===== config.mk =====
export PLATFORM = sky130hd
export DESIGN_NAME = alu_issue_ctrl
export DESIGN_NICKNAME = d
export VERILOG_FILES = /design/src/rtl/alu_ctrl_pkg.sv /design/src/rtl/alu_instr_fifo.sv /design/src/rtl/alu_issue_ctrl.sv
export SDC_FILE = /design/constraint.sdc
export NUM_CORES = 1
export LEC_CHECK = 0
export CAP_MARGIN = 20
export CORE_MARGIN = 2
export CORE_UTILIZATION = 35
export CTS_BUF_LIST = sky130_fd_sc_hd__clkbuf_8
export CTS_CLUSTER_SIZE = 28
export DETAILED_ROUTE_END_ITERATION = 7
export PLACE_DENSITY = 0.6
export SYNTH_ARGS = -nofsm -noshare
export SYNTH_HDL_FRONTEND = slang
export SYNTH_SLANG_ARGS = --single-unit

===== constraint.sdc =====
create_clock -name clk -period 7.4 [get_ports clk]
set_input_delay 1.11 -clock clk [delete_from_list [all_inputs] [get_ports clk]]
set_output_delay 1.11 -clock clk [all_outputs]
set_load 0.01 [all_outputs]

===== src/rtl/alu_ctrl_pkg.sv =====
// rtl/alu_ctrl_pkg.sv - shared func codes, bubble encoding and instruction type for the ALU issue controller
package alu_ctrl_pkg;

  localparam logic [3:0] FUNC_ADD   = 4'd0;
  localparam logic [3:0] FUNC_SUB   = 4'd1;
  localparam logic [3:0] FUNC_MUL   = 4'd2;
  localparam logic [3:0] FUNC_PASSA = 4'd3;
  localparam logic [3:0] FUNC_PASSB = 4'd4;
  localparam logic [3:0] FUNC_NOTA  = 4'd5;
  localparam logic [3:0] FUNC_NOTB  = 4'd6;
  localparam logic [3:0] FUNC_SHLA  = 4'd7;
  localparam logic [3:0] FUNC_SHRA  = 4'd9;
  localparam logic [3:0] FUNC_SHLB  = 4'd10;

  // Bubbles hit the ALU default case and write 0 to a reserved register/address
  localparam logic [3:0] DEF_BUBBLE_FUNC = 4'b1111;
  localparam logic [3:0] DEF_BUBBLE_RD   = 4'd15;
  localparam logic [7:0] DEF_BUBBLE_ADDR = 8'hFF;

  typedef struct packed {
    logic [3:0] rs1;
    logic [3:0] rs2;
    logic [3:0] rd;
    logic [3:0] func;
    logic [7:0] addr;
  } instr_t;

endpackage


===== src/rtl/alu_instr_fifo.sv =====
// rtl/alu_instr_fifo.sv - synchronous instruction FIFO with first-word-fall-through head
module alu_instr_fifo
  import alu_ctrl_pkg::*;
#(
  parameter int DEPTH = 4
) (
  input  logic                     clk,
  input  logic                     rst,
  input  logic                     push,
  input  instr_t                   wdata,
  input  logic                     pop,
  output instr_t                   head,
  output logic                     full,
  output logic                     empty,
  output logic [$clog2(DEPTH):0]   count
);

  localparam int AW = $clog2(DEPTH);

  instr_t          mem [DEPTH];
  logic [AW-1:0]   wr_ptr;
  logic [AW-1:0]   rd_ptr;
  logic            do_push;
  logic            do_pop;

  assign full    = (count == (AW + 1)'(DEPTH));
  assign empty   = (count == '0);
  assign do_push = push && !full;
  assign do_pop  = pop && !empty;
  assign head    = mem[rd_ptr];

  always_ff @(posedge clk) begin
    if (do_push) mem[wr_ptr] <= wdata;
  end

  always_ff @(posedge clk) begin
    if (rst) begin
      wr_ptr <= '0;
      rd_ptr <= '0;
      count  <= '0;
    end else begin
      if (do_push) wr_ptr <= wr_ptr + 1'b1;
      if (do_pop)  rd_ptr <= rd_ptr + 1'b1;
      if (do_push && !do_pop)      count <= count + 1'b1;
      else if (!do_push && do_pop) count <= count - 1'b1;
    end
  end

endmodule


===== src/rtl/alu_issue_ctrl.sv =====
// rtl/alu_issue_ctrl.sv - issues buffered instructions to the 3-stage ALU with RAW bubbles and completion tracking
module alu_issue_ctrl
  import alu_ctrl_pkg::*;
#(
  parameter int         FIFO_DEPTH  = 4,
  parameter logic [3:0] BUBBLE_FUNC = DEF_BUBBLE_FUNC,
  parameter logic [3:0] BUBBLE_RD   = DEF_BUBBLE_RD,
  parameter logic [7:0] BUBBLE_ADDR = DEF_BUBBLE_ADDR
) (
  input  logic        clk,
  input  logic        rst,
  input  logic        req_valid,
  output logic        req_ready,
  input  logic [3:0]  req_rs1,
  input  logic [3:0]  req_rs2,
  input  logic [3:0]  req_rd,
  input  logic [3:0]  req_func,
  input  logic [7:0]  req_addr,
  output logic [3:0]  alu_rs1,
  output logic [3:0]  alu_rs2,
  output logic [3:0]  alu_rd,
  output logic [3:0]  alu_func,
  output logic [7:0]  alu_addr,
  output logic        cmp_valid,
  output logic [3:0]  cmp_rd,
  output logic        busy,
  output logic [15:0] stall_cnt
);

  localparam int CW = $clog2(FIFO_DEPTH) + 1;

  instr_t          req_instr;
  instr_t          head;
  logic            full;
  logic            empty;
  logic [CW-1:0]   count;
  logic            issue;
  logic            h1_hit;
  logic            h2_hit;

  // H1 is the slot currently on alu_*; s1..s3 trail it, so s1 doubles as H2
  logic            h1_valid;
  logic            s1_valid, s2_valid, s3_valid;
  logic [3:0]      s1_rd, s2_rd, s3_rd;
  logic [15:0]     stall_q;

  assign req_instr = '{rs1: req_rs1, rs2: req_rs2, rd: req_rd, func: req_func, addr: req_addr};
  assign req_ready = !full;

  alu_instr_fifo #(.DEPTH(FIFO_DEPTH)) u_fifo (
    .clk   (clk),
    .rst   (rst),
    .push  (req_valid),
    .wdata (req_instr),
    .pop   (issue),
    .head  (head),
    .full  (full),
    .empty (empty),
    .count (count)
  );

  assign h1_hit = h1_valid && ((alu_rd == head.rs1) || (alu_rd == head.rs2));
  assign h2_hit = s1_valid && ((s1_rd == head.rs1) || (s1_rd == head.rs2));
  assign issue  = !empty && !h1_hit && !h2_hit;

  assign cmp_valid = s3_valid;
  assign cmp_rd    = s3_rd;
  assign busy      = (count != '0) || h1_valid || s1_valid || s2_valid || s3_valid;
  assign stall_cnt = stall_q;

  always_ff @(posedge clk) begin
    if (rst) begin
      alu_rs1  <= '0;
      alu_rs2  <= '0;
      alu_rd   <= BUBBLE_RD;
      alu_func <= BUBBLE_FUNC;
      alu_addr <= BUBBLE_ADDR;
      h1_valid <= 1'b0;
      s1_valid <= 1'b0;
      s2_valid <= 1'b0;
      s3_valid <= 1'b0;
      s1_rd    <= '0;
      s2_rd    <= '0;
      s3_rd    <= '0;
      stall_q  <= '0;
    end else begin
      if (issue) begin
        alu_rs1  <= head.rs1;
        alu_rs2  <= head.rs2;
        alu_rd   <= head.rd;
        alu_func <= head.func;
        alu_addr <= head.addr;
      end else begin
        alu_rs1  <= '0;
        alu_rs2  <= '0;
        alu_rd   <= BUBBLE_RD;
        alu_func <= BUBBLE_FUNC;
        alu_addr <= BUBBLE_ADDR;
      end
      h1_valid <= issue;
      s1_valid <= h1_valid;
      s1_rd    <= alu_rd;
      s2_valid <= s1_valid;
      s2_rd    <= s1_rd;
      s3_valid <= s2_valid;
      s3_rd    <= s2_rd;
      // Only hazard bubbles count; idle bubbles with an empty FIFO do not
      if (!empty && !issue && (stall_q != 16'hFFFF)) stall_q <= stall_q + 16'd1;
    end
  end

endmodule


Yosys cells after proc, flatten, opt, wreduce, memory -nomap -nowiden --
Memory sizes are Yosys's and may differ from the RTL's. A register that Yosys moved wholly into a read port is not among the register bits. Cells that the tools add are included.
Cells by class: shift-type cells 0, multiply operators 0, reduce and logical (&&, ||, !) cells 27, divide/modulo/power cells 0, mux-type cells 6, bitwise operators 1, order comparisons 0, eq/ne operators 6, $add $sub $neg 5
Operators with widths (number):
- $add 16x1->16 const B | 1
- $eq 4x4->1 | 4
- $ne 16x16->1 const B | 1
- $logic_and 1x1->1 | 10
- $logic_not 1->1 | 7
- $logic_or 1x1->1 | 6
- $mux 3 | 2
- $add 2x1->2 const B | 2
- $mux 2 | 2
- $add 3x1->3 const B | 1
- $eq 3x3->1 const B | 1
- $logic_not 3->1 | 1
- $reduce_bool 3->1 | 1
- $sub 3x1->3 const B | 1
- $mux 1 | 2
- $reduce_bool 2->1 | 1
- $reduce_or 2->1 | 1
- $not 1->1 | 1
Storage, ports and cells: register bits 63, bits in writable memories 96, input port bits 27, bits in read-only memories 0, word-level logic and storage cells 62, memories kept 1, latch bits 0
Memory list:
- u_fifo.mem | words 4, width 24, rd ports 1, clocked after Yosys merged registers in 1, write ports 1, RTL line alu_instr_fifo.sv:20 | instr_t mem [DEPTH];

Depth between registers and ports, before layout --
depth in word-level cells 10, mapped depth 15, depth with buffers taken out 11

By module --
From an unflattened synthesis, not the netlist that was laid out.
Second synthesis, totals: cells, all modules 384, area, all modules 6120.9 um^2
Modules (own cells, without submodules):
- alu_instr_fifo | sequential area each 3062.9 um^2, times used 1, area each 3960.0 um^2, cells each 174
- alu_issue_ctrl | sequential area each 1121.1 um^2, times used 1, area each 2160.8 um^2, cells each 210

Worst setup path before layout --
No wires, ideal clock.
path kind register -> register, start point register (tool-made name), end point register u_fifo.count[2], setup slack 4193 ps, library setup time 70 ps, arrival 3137 ps, data required time 7330 ps, buffers on the path 4, cell stages (with the launch flop) 16, period minus slack after synthesis 3207 ps, path through dfxtp_1 -> buf_6 -> buf_12 -> mux4_2 -> xnor2_1 -> nand4_1 -> a21boi_2 -> or3_1 -> buf_2 -> buf_2 -> ha_1 -> inv_1 -> fa_1 -> xor2_1 -> or3_1 -> a21oi_1
RTL lines:
- end signal: assignment | RTL line alu_instr_fifo.sv:44 | if (do_push && !do_pop) count <= count + 1'b1;
- end signal: assignment | RTL line alu_instr_fifo.sv:45 | else if (!do_push && do_pop) count <= count - 1'b1;
- end: declaration | RTL line alu_instr_fifo.sv:15 | output logic [$clog2(DEPTH):0] count

==> implementation parameters <==
Parameter                              Value

Routing
  Detailed Routing Iterations Pass 1    4
  Final WL    approximately 12,000 µm
  Number of remaining DRC errors    0
  Routed len/inst    around 16 µm
  Post-detailed-route count of antenna-violating nets    0
  Average vias per placed instance    roughly 4.8
  Via count of the routed design    approximately 3,400
  Starting DRT DRC Count    around 160

Power
  Power dissipated by switching net loads    666.3 µW
  PwrDens    approximately 320 nW/µm²
  Share of total power in sequential cells    0.497
  Worst VDD drop    slightly above 200 µV
  Proportion of power drawn by combinational gates    0.252
  Cell-internal power    1695 µW
  Leakage power summed over all cells    about 0.0025 µW
  Relative contribution of the clock network to total power    0.251
  Switching share of power    0.2822

Floorplan
  Floorplan core area    17,120 µm²
  Starting density of the core    0.3548
  Vertical die dimension    between 100 and 150 µm
  Num rows    48
  Die footprint    18,420 µm²
  Width of the die    approximately 140 µm
  Io pins    74

STA
  Final critical delay including setup and external delays    ~4.3 ns
  Setup repair after global routing missed its margin    no
  Relative slew slack    0.3392
  Maximum operating frequency    0.2309 GHz
  Post-route worst hold slack    approximately 0.44 ns
  Setup TNS    0 ns
  Max Slew Vio Count    0
  Post-Route Skew    about 0.011 ns
  Worst slew pin tran    between 0.9 and 1 ns
  Final Cycle Share    0.5854
  Count of final hold-check violations    0
  Setup violators final    0

Hold path
  Worst hold path depth    1
  Hold endpoint    cmp_rd[2]
  Class of the tightest hold or removal check    flop to flop
  Worst hold start    s2_rd[2]

Setup path
  Setup CP Type    flop to flop
  Data arrival time of the critical path    4.68 ns
  R2R setup slack    between 3 and 4 ns
  Worst endpoint required time    a little under 8 ns
  Max Fanout on Critical Path    24
  Cell chain of the critical path    mux4_1 -> xnor2_1 -> nand4_1 -> a21boi_2 -> or3_1 -> ha_1 -> inv_1 -> fa_1 -> xor2_1 -> or3_1 -> a21oi_1
  Buffers & Inverters on Critical Path    1
  Cell with the most instances on the worst path    sky130_fd_sc_hd__or3_1
  Kind of launch point of the worst setup path    flop
  Kind of end point of the critical path    flop
  Top cell family by delay on the critical path    simple AND/OR/NAND/NOR gates
  CP max stage delay    a little under 0.9 ns
  Capture point of the worst reg-to-reg path    u_fifo.count[2]
  Number of stages on the worst setup path    11
  Cell count of the worst reg-to-reg path    11
  Library cell contributing the largest single delay on the critical path    sky130_fd_sc_hd__dfxtp_2

Place
  IO buf count    73
  DPL Wire Length    a little over 7000 µm
  Placer Congestion    0.8401

Logic synthesis
  Sequential fraction of the synthesis area    0.6891
  Post-synthesis cell area    roughly 6100 µm²
  Number of synthesized flops with an enable pin    96
  Post-synth cell types    41
  Count of warnings emitted by yosys    0
  Syn_nets    around 420
  Async SR Flop Fraction    0
  Mean post-synth cell area    between 15 and 20 µm²
  Most used flip-flop cell after synthesis    sky130_fd_sc_hd__edfxtp_1
  Flip-flop and latch count after synthesis    approximately 160
  Number of standard cells after synthesis    385

Clocking
  Clock network latency to the later pin of the worst-skew pair    between 0.4 and 0.5 ns
  Clock transition at the register clock pins on the worst setup and hold paths after CTS    around 0.080 ns
  Number of sinks driven by the clock tree    161
  Gates resized, CTS repair    0
  Number of H-tree branching levels    4
  Number of buffers created by CTS    17
  CTS tree    yes
  CTS Root Buffer Type    sky130_fd_sc_hd__clkbuf_8
  CTS Hold Bufs    0
  Maximum root-to-sink buffer count    2
  Setup fix buffers added after clock tree synthesis    0

Cells and area
  Most frequent standard cell in the layout excluding fill and tap cells    sky130_fd_sc_hd__edfxtp_1
  Layout-stage area growth over the synthesis result    21.74%
  Sequential cell area    between 4000 and 5000 µm²
  Fraction of final layout cells sized beyond drive strength 1    0.1300
  Commonest cells after routing, fill and taps aside    96 x sky130_fd_sc_hd__edfxtp_1, 72 x sky130_fd_sc_hd__clkdlybuf4s50_1, 64 x sky130_fd_sc_hd__dfxtp_1
  Final net count    498
  Fill count    1,519
  Core occupancy in the finished layout    0.4319
  Antenna cells    0
  Multi-input gate area in the final layout    1749 µm²

Global route
  Residual overflow from global routing    0
  GRT Total Usage    0.1363
  Via count of the first global-routing pass    3,579
  Number of antenna violations at the first check in global routing    0
  Wire length of the first global-routing pass    about 19,000 µm
  Maximum number of pins on one net before global-route repair    61

Flow run
  Max-cap check violation count    0

Status
  Result of the run    finished, final reports clean
-- logic make-up (layout without fill, tap and decap cells) --
logic type                 count (synthesis)  count (layout)  synth area share
muxes                                     29              29            0.1012
DFF                                      161             161            0.6891
xor gates and xnor gates                  21              21           0.03029
buffers and inverters                     24             116           0.02287
and+or+nand+nor                          113             113            0.1094
AOI/OAI and AO/OA                         30              30           0.03153
adders and majority gates                  7               7           0.01566
-- metal layers --
layer / vias to the layer above / wire (µm) / part of all wire / track usage
met5: - / 0 / 0 / 0
met4: 0 / 133 / 0.011 / 0.03762
met3: 15 / 528 / 0.046 / 0.04639
met2: 90 / 5611 / 0.48 / 0.2219
met1: 1677 / 5304 / 0.46 / 0.1742
li1: 1606 / - / - / -
-- worst reg2reg max path, cell delays in order (launching register included) --
cell,delay (ns)
sky130_fd_sc_hd__dfxtp_2,0.89
sky130_fd_sc_hd__mux4_1,0.75
sky130_fd_sc_hd__xnor2_1,0.19
sky130_fd_sc_hd__nand4_1,0.14
sky130_fd_sc_hd__a21boi_2,0.21
sky130_fd_sc_hd__or3_1,0.66
sky130_fd_sc_hd__ha_1,0.31
sky130_fd_sc_hd__inv_1,0.06
sky130_fd_sc_hd__fa_1,0.37
sky130_fd_sc_hd__xor2_1,0.17
sky130_fd_sc_hd__or3_1,0.33
sky130_fd_sc_hd__a21oi_1,0.17
-- stage by stage --
stage	total power [µW]	cells	setup WS (ns)	instance area [µm²]
floorplan	1566	385	4.193	6072
global placement	1770	669	3.256	7002
detailed placement	1787	669	3.091	7002
CTS	2381	701	3.053	7365
global route	2492	702	2.742	7392
finish	2361	702	3.068	7392
-- synthesized netlist by cell type (all sizes together) (5+ instances only) --
library cell	instances	area, µm²
nand2	8	30.03
edfxtp	96	2883
o21ai	5	28.78
or3	21	131.4
nor2b	19	118.9
nor2	16	60.06
dfxtp	65	1301
and2	9	56.31
xnor2	18	157.7
mux4	24	559.3
or4	8	60.06
buf	11	90.08
nand3	8	40.04
clkbuf	9	33.78
ha	6	75.07
and3	9	56.30
a21oi	14	70.07
o31ai	7	52.55
-- how the worst max path moves through the flow --
stage / slack, ns / startpoint / end
floorplan: 4.19 / flop / u_fifo.count[2]
global route: 2.74 / flop / u_fifo.count[2]
detailed placement: 3.09 / flop / u_fifo.count[2]
finish: 3.07 / flop / u_fifo.count[2]
global placement: 3.26 / flop / u_fifo.count[2]
CTS: 3.05 / flop / u_fifo.count[2]
-- power groups by stage --
stage	clock network, µW	logic [µW]	registers [µW]
5_1_grt	649	649	1190
2_1_floorplan	0	399	1170
4_1_cts	610	580	1190
3_5_place_dp	0	577	1210
3_3_place_gp	0	564	1210
6_report	592	595	1170
-- cell type report --
class | count | area share
Clock buffer | 17 | 0.03165
Multi-Input combinational cell | 200 | 0.2366
Tap cell | 225 | 0.03808
Sequential cell | 161 | 0.5662
Inverter | 4 | 0.002031
Clock inverter | 15 | 0.01743
Timing Repair Buffer | 80 | 0.1080
-- flip-flops by register name, indices dropped and copies added, names as in the netlist, 4 cells and up, named ones only --
name / count
alu_rd: 4
alu_func: 4
alu_addr: 8
s2_rd: 4
u_fifo.mem: 96
stall_cnt: 16
cmp_rd: 4
alu_rs1: 4
alu_rs2: 4
s1_rd: 4
Note: power is estimated with default switching activity, not from simulation.
